## src/rtl/control_unit_if.sv

```systemverilog
// Opcode-in / control-out bundle between the instruction register, the main decoder and the datapath.
interface control_unit_if;
    logic [5:0] opcode;
    logic       regWr;
    logic [1:0] AluOp;
    logic       AluSrc;
    logic       Ext;
    logic       Wresult;
    logic       Bw2;
    logic       MemRd;
    logic       MemWr;
    logic [1:0] pc_control;
    logic       DMadd;
    logic       DMdata;
    logic       SP;

    modport master (
        output opcode,
        input  regWr, AluOp, AluSrc, Ext, Wresult, Bw2, MemRd, MemWr,
        input  pc_control, DMadd, DMdata, SP
    );

    modport slave (
        input  opcode,
        output regWr, AluOp, AluSrc, Ext, Wresult, Bw2, MemRd, MemWr,
        output pc_control, DMadd, DMdata, SP
    );
endinterface

```

## src/rtl/control_unit.sv

```systemverilog
// Main decoder: maps the 6-bit opcode to datapath controls, registered with one cycle of latency.
module control_unit (
    input  logic          clock,
    input  logic          reset,
    control_unit_if.slave bus
);

    localparam logic [5:0] OpAnd   = 6'd1;
    localparam logic [5:0] OpAdd   = 6'd2;
    localparam logic [5:0] OpSub   = 6'd3;
    localparam logic [5:0] OpAndi  = 6'd4;
    localparam logic [5:0] OpAddi  = 6'd5;
    localparam logic [5:0] OpLw    = 6'd6;
    localparam logic [5:0] OpLwPoi = 6'd7;
    localparam logic [5:0] OpSw    = 6'd8;
    localparam logic [5:0] OpBgt   = 6'd9;
    localparam logic [5:0] OpBlt   = 6'd10;
    localparam logic [5:0] OpBeq   = 6'd11;
    localparam logic [5:0] OpBne   = 6'd12;
    localparam logic [5:0] OpJmp   = 6'd13;
    localparam logic [5:0] OpCall  = 6'd14;
    localparam logic [5:0] OpRet   = 6'd15;
    localparam logic [5:0] OpPush  = 6'd16;
    localparam logic [5:0] OpPop   = 6'd17;

    localparam logic [1:0] AluAnd = 2'b00;
    localparam logic [1:0] AluAdd = 2'b01;
    localparam logic [1:0] AluSub = 2'b10;

    localparam logic [1:0] PcBranch = 2'b01;
    localparam logic [1:0] PcJump   = 2'b10;
    localparam logic [1:0] PcReturn = 2'b11;

    typedef struct packed {
        logic       reg_wr;
        logic [1:0] alu_op;
        logic       alu_src;
        logic       ext;
        logic       wresult;
        logic       bw2;
        logic       mem_rd;
        logic       mem_wr;
        logic [1:0] pc_control;
        logic       dm_add;
        logic       dm_data;
        logic       sp;
    } ctrl_t;

    ctrl_t ctrl_d;
    ctrl_t ctrl_q;

    // All-zero is the NOP encoding; unused opcodes fall through to it.
    always_comb begin
        ctrl_d = '0;
        case (bus.opcode)
            OpAnd: begin
                ctrl_d.reg_wr = 1'b1;
                ctrl_d.alu_op = AluAnd;
            end
            OpAdd: begin
                ctrl_d.reg_wr = 1'b1;
                ctrl_d.alu_op = AluAdd;
            end
            OpSub: begin
                ctrl_d.reg_wr = 1'b1;
                ctrl_d.alu_op = AluSub;
            end
            OpAndi: begin
                ctrl_d.reg_wr  = 1'b1;
                ctrl_d.alu_op  = AluAnd;
                ctrl_d.alu_src = 1'b1;
            end
            OpAddi: begin
                ctrl_d.reg_wr  = 1'b1;
                ctrl_d.alu_op  = AluAdd;
                ctrl_d.alu_src = 1'b1;
                ctrl_d.ext     = 1'b1;
            end
            OpLw, OpLwPoi: begin
                ctrl_d.reg_wr  = 1'b1;
                ctrl_d.alu_op  = AluAdd;
                ctrl_d.alu_src = 1'b1;
                ctrl_d.ext     = 1'b1;
                ctrl_d.mem_rd  = 1'b1;
                ctrl_d.wresult = 1'b1;
                ctrl_d.bw2     = (bus.opcode == OpLwPoi);
            end
            OpSw: begin
                ctrl_d.alu_op  = AluAdd;
                ctrl_d.alu_src = 1'b1;
                ctrl_d.ext     = 1'b1;
                ctrl_d.mem_wr  = 1'b1;
            end
            OpBgt, OpBlt, OpBeq, OpBne: begin
                ctrl_d.alu_op     = AluSub;
                ctrl_d.ext        = 1'b1;
                ctrl_d.pc_control = PcBranch;
            end
            OpJmp: begin
                ctrl_d.pc_control = PcJump;
            end
            OpCall: begin
                ctrl_d.pc_control = PcJump;
                ctrl_d.mem_wr     = 1'b1;
                ctrl_d.dm_add     = 1'b1;
                ctrl_d.dm_data    = 1'b1;
                ctrl_d.sp         = 1'b1;
            end
            OpRet: begin
                ctrl_d.pc_control = PcReturn;
                ctrl_d.mem_rd     = 1'b1;
                ctrl_d.dm_add     = 1'b1;
                ctrl_d.sp         = 1'b1;
            end
            OpPush: begin
                ctrl_d.mem_wr = 1'b1;
                ctrl_d.dm_add = 1'b1;
                ctrl_d.sp     = 1'b1;
            end
            OpPop: begin
                ctrl_d.reg_wr  = 1'b1;
                ctrl_d.mem_rd  = 1'b1;
                ctrl_d.wresult = 1'b1;
                ctrl_d.dm_add  = 1'b1;
                ctrl_d.sp      = 1'b1;
            end
            default: ;
        endcase
    end

    always_ff @(posedge clock or negedge reset) begin
        if (!reset) begin
            ctrl_q <= '0;
        end else begin
            ctrl_q <= ctrl_d;
        end
    end

    assign bus.regWr      = ctrl_q.reg_wr;
    assign bus.AluOp      = ctrl_q.alu_op;
    assign bus.AluSrc     = ctrl_q.alu_src;
    assign bus.Ext        = ctrl_q.ext;
    assign bus.Wresult    = ctrl_q.wresult;
    assign bus.Bw2        = ctrl_q.bw2;
    assign bus.MemRd      = ctrl_q.mem_rd;
    assign bus.MemWr      = ctrl_q.mem_wr;
    assign bus.pc_control = ctrl_q.pc_control;
    assign bus.DMadd      = ctrl_q.dm_add;
    assign bus.DMdata     = ctrl_q.dm_data;
    assign bus.SP         = ctrl_q.sp;

endmodule

```

## src/flat_wrapper.sv

```systemverilog
// flat-port wrapper written by rule: the top's interface ports become plain ports
module control_unit_flat 
  (clock, reset, bus_opcode, bus_regWr, bus_AluOp, bus_AluSrc, bus_Ext, bus_Wresult, bus_Bw2, bus_MemRd, bus_MemWr, bus_pc_control, bus_DMadd, bus_DMdata, bus_SP);
  control_unit_if bus_i ();
  input  logic clock;
  input  logic reset;
  input wire logic [$bits(bus_i.opcode)-1:0] bus_opcode;
  output wire logic [$bits(bus_i.regWr)-1:0] bus_regWr;
  output wire logic [$bits(bus_i.AluOp)-1:0] bus_AluOp;
  output wire logic [$bits(bus_i.AluSrc)-1:0] bus_AluSrc;
  output wire logic [$bits(bus_i.Ext)-1:0] bus_Ext;
  output wire logic [$bits(bus_i.Wresult)-1:0] bus_Wresult;
  output wire logic [$bits(bus_i.Bw2)-1:0] bus_Bw2;
  output wire logic [$bits(bus_i.MemRd)-1:0] bus_MemRd;
  output wire logic [$bits(bus_i.MemWr)-1:0] bus_MemWr;
  output wire logic [$bits(bus_i.pc_control)-1:0] bus_pc_control;
  output wire logic [$bits(bus_i.DMadd)-1:0] bus_DMadd;
  output wire logic [$bits(bus_i.DMdata)-1:0] bus_DMdata;
  output wire logic [$bits(bus_i.SP)-1:0] bus_SP;
  assign bus_i.opcode = bus_opcode;
  assign bus_regWr = bus_i.regWr;
  assign bus_AluOp = bus_i.AluOp;
  assign bus_AluSrc = bus_i.AluSrc;
  assign bus_Ext = bus_i.Ext;
  assign bus_Wresult = bus_i.Wresult;
  assign bus_Bw2 = bus_i.Bw2;
  assign bus_MemRd = bus_i.MemRd;
  assign bus_MemWr = bus_i.MemWr;
  assign bus_pc_control = bus_i.pc_control;
  assign bus_DMadd = bus_i.DMadd;
  assign bus_DMdata = bus_i.DMdata;
  assign bus_SP = bus_i.SP;
  control_unit u_core (.clock(clock), .reset(reset), .bus(bus_i));
endmodule
```

## config.mk

```make
export PLATFORM = sky130hd
export DESIGN_NAME = control_unit_flat
export DESIGN_NICKNAME = d
export VERILOG_FILES = /design/src/rtl/control_unit_if.sv /design/src/rtl/control_unit.sv /design/src/flat_wrapper.sv
export SDC_FILE = /design/constraint.sdc
export NUM_CORES = 1
export LEC_CHECK = 0
export CAP_MARGIN = 5
export CORE_MARGIN = 3
export CORE_UTILIZATION = 40
export CTS_BUF_LIST = sky130_fd_sc_hd__clkbuf_8
export CTS_CLUSTER_SIZE = 25
export DETAILED_ROUTE_END_ITERATION = 10
export PLACE_DENSITY = 0.72
export SLEW_MARGIN = 20
export SYNTH_ARGS = -nofsm -noshare
export SYNTH_HDL_FRONTEND = slang
export SYNTH_SLANG_ARGS = --single-unit
```

## constraint.sdc

```tcl
create_clock -name clock -period 0.8 [get_ports clock]
set_input_delay 0.16 -clock clock [delete_from_list [all_inputs] [get_ports clock]]
set_output_delay 0.16 -clock clock [all_outputs]
set_load 0.01 [all_outputs]
```

# Word level (Yosys, flattened, before mapping)
# Cells that the tools add are included.
# W data, S select, Z words.
# totals
reg_bits	13
# classes
reduce_logical	12
muxes	11
eq_ne	17
# ops
operator	n
$eq A6 B4 Y1 const B	8
$eq A6 B3 Y1 const B	4
$reduce_or A8 Y1	2
$reduce_or A5 Y1	3
$eq A6 B2 Y1 const B	2
$eq A6 B5 Y1 const B	2
$reduce_or A4 Y1	3
$mux W1	9
$eq A6 B1 Y1 const B	1
$pmux W2 S3	1
$reduce_or A3 Y1	2
$pmux W2 S2	1
$reduce_or A2 Y1	2

# Depth between registers and ports, before layout
# logic_depth
word_depth	3
depth_mapped	4

# Worst setup path after synthesis
# OpenSTA, ideal clock, no wires.
# synth_path
path_kind	input to register
start	input port bus_opcode[1]
end	register u_core.ctrl_q, in the netlist u_core.bus.pc_control[0]
cell_stages	3
required_time_ns	0.678
path_slack_ns	0.011
arrival_ns	0.667
setup_ns	0.122
cell_sequence	buf_4 -> xor2_1 -> o2111a_1
# synth_rtl
element	line	text
from (decl)	flat_wrapper.sv:7	input wire logic [$bits(bus_i.opcode)-1:0] bus_opcode;
to (signal assigned)	control_unit.sv:135	ctrl_q <= ctrl_d;
to (decl)	control_unit.sv:50	ctrl_t ctrl_q;

==> results.yml <==
run_status:
  status: "finished, violations left"
  violations: "setup timing"
timing:
  slew_headroom: 0.860
  finalSetupViolCount: 14
  hold_violations: 0
  fin_ws_ns: -0.0971
  period_share: 1.12
  fmax_mhz: 1110
  worst_hold_slack_ns: 0.236
  final_max_slew_viol_count: 0
  tightest_slew_ns: 0.210
  fin_crit_ns: 0.897
  rsz0062_at_grt: "true"
yosys:
  synth_warnings: 0
  syn_inst: 60
  synthTopCellsByArea: "dfrtp_1 51%, buf_4 4.7%, nand3b_1 4.7%"
  seq_area_frac_synth: 0.508
  async_reset_ff_frac: 1.00
  synth_edf_count: 0
  synth_top_area_frac: 0.508
  ys_seq_elements: 13
  avgSynthCellArea_um2: 10.7
  synth_area_um2: 641
  synth_nets: 68
  synth_flop_cell: "dfrtp_1"
  synth.distinct_cells: 25
  synth_top_area_cell: "dfrtp_1"
placed_design:
  port_buffers: 21
  routabilityCongestion: 0.847
  dpl.hpwl_mm: 1.05
  place_ws_ns: -0.589
grt:
  grt_pass1_vias: 520
  grt_remaining_overflow: 0
  top_usage_layer: "met2"
  met1_usage: 0.200
  grt.met2_usage: 0.275
  grt_first_pass_wirelength_mm: 2.45
  grt_start_max_net_pins: 14
  met3_usage: 0.0514
  grt_usage: 0.172
  antenna_found_initial: 0
pwr:
  swShare: 0.249
  seqPwrFrac: 0.441
  ir_drop_mv: 0.869
  p_sw_mw: 0.385
  clock_power_share: 0.361
  power_density_nw_per_um2: 1600
  comb_power_share: 0.198
  p_leak_nw: 0.487
  p_int_mw: 1.16
cts:
  hold_buffers: 0
  htree_levels: 1
  numClockSinks: 13
  cts_tree: "built"
  path_clk_slew_ns: 0.06
  numCtsBuffers: 3
  clockBufferDepth: 2
  root_buffer: "clkbuf_8"
drt:
  drtPass1Iterations: 4
  vias: 580
  drc: 0
  routed_via_density: 5.27
  dr.first_iter.drc_count: 15
  wl_per_cell_um: 14.4
  antenna_left: 0
  drt_wl_total_mm: 1.59
worst_setup_path:
  worstSetupPathType: "reg -> out"
  endpoint_kind: "output pin"
  cp_slowest_cell: "dfrtp_1"
  crit_arrival_ns: 0.74
  critPathMaxFanout: 2
  crit_family: "flip-flops"
  worst-path-buf-inv: 1
  cp-start-kind: "flop"
  critPathMaxStageDelay_ns: 0.36
  path_cells: "buf_2"
  setup.worst_path.start: "u_core.bus.SP$_DFF_PN0_"
  crit_required_ns: 0.64
run:
  drv_cap: 0
floorplan:
  core_um2: 1400
  initial_core_util: 0.458
  num_rows: 13
  die_x_um: 46.0
  ios: 22
  dieArea_um2: 2120
  die_h_um: 46.0
cells_and_area:
  diodes: 0
  final_common_cell: "buf_2"
  area_growth_pct: 51.6
  mostFrequentLayoutCells: "18 x buf_2, 13 x dfrtp_1, 9 x buf_4, 5 x buf_6"
  fin_nets: 104
  drive_gt1_frac: 0.558
worst_hold_path:
  hp-class: "in -> async"
==> what timing repair did <==
item,4_1_cts,5_1_grt
pin swaps,4,3
endpoints found under the setup margin,27,19
gates cloned,2,0
setup buffers,2,0
endpoints found under the hold margin,0,0
resized for setup,86,5
==> power groups by stage <==
stage | logic, mW | registers [mW] | clock network [mW]
3_3_place_gp | 0.278 | 0.694 | 0
6_report | 0.306 | 0.683 | 0.560
2_1_floorplan | 0.114 | 0.707 | 0
4_1_cts | 0.304 | 0.683 | 0.581
3_5_place_dp | 0.284 | 0.695 | 0
5_1_grt | 0.329 | 0.684 | 0.614
==> kinds of logic after synthesis <==
family,Yosys count,synth area share
AND/OR/NAND/NOR,24,0.225
buffers and inverters,6,0.0723
XOR/XNOR,3,0.0410
AO/OA/AOI/OAI,14,0.154
flip-flops,13,0.508
==> cells in the mapped netlist, drive strengths merged (2+ instances only) <==
cell type  instances
o21ai              3
nor3               5
dfrtp             13
nor2               5
a21oi              4
nand3b             4
buf                6
o31ai              2
xor2               3
nand2              5
nand2b             2
==> per-layer routing <==
metal  share of wire  vias to the layer above
met2            0.52                       24
met3           0.062                        2
met4           0.014                        0
met1            0.41                      276
met5               0                        -
li1                -                      278
==> final timing paths <==
path | to | slack (ns) | cells past startpoint
min in group clock | u_core.bus.DMdata$_DFF_PN0_ | 0.24 | 3
worst max-delay path | bus_DMadd | -0.1 | 1
worst min-delay path | u_core.bus.MemWr$_DFF_PN0_ | 0.24 | 2
max in group asynchronous | u_core.bus.Ext$_DFF_PN0_ | 0.45 | 2
==> stage by stage <==
stage	area (µm²)	util	total power [mW]	instances	TNS, ns
after floorplan	641	-	0.821	60	0
after global placement	926	0.662	0.972	102	-8.96
after detailed placement	926	0.662	0.979	102	-9.29
after CTS	977	0.699	1.57	110	-1.37
after global routing	971	0.694	1.63	110	-1.61
final	971	0.694	1.55	110	-1.21
==> layout make-up <==
class | count | area, µm²
Clock buffer | 3 | 41.3
Sequential cell | 13 | 325
Tap cell | 15 | 18.8
Timing Repair Buffer | 37 | 269
Clock inverter | 1 | 3.75
Multi-Input combinational cell | 41 | 313
Fill cell | 115 | 428
==> sequential cells by signal (all words and copies together) (netlist names) <==
name                   flops
u_core.bus.SP              1
u_core.bus.regWr           1
u_core.bus.DMdata          1
u_core.bus.AluSrc          1
u_core.bus.MemRd           1
u_core.bus.Bw2             1
u_core.bus.MemWr           1
u_core.bus.pc_control      2
u_core.bus.AluOp           2
u_core.bus.Ext             1
u_core.bus.Wresult         1
(Power assumes the default switching activity.)
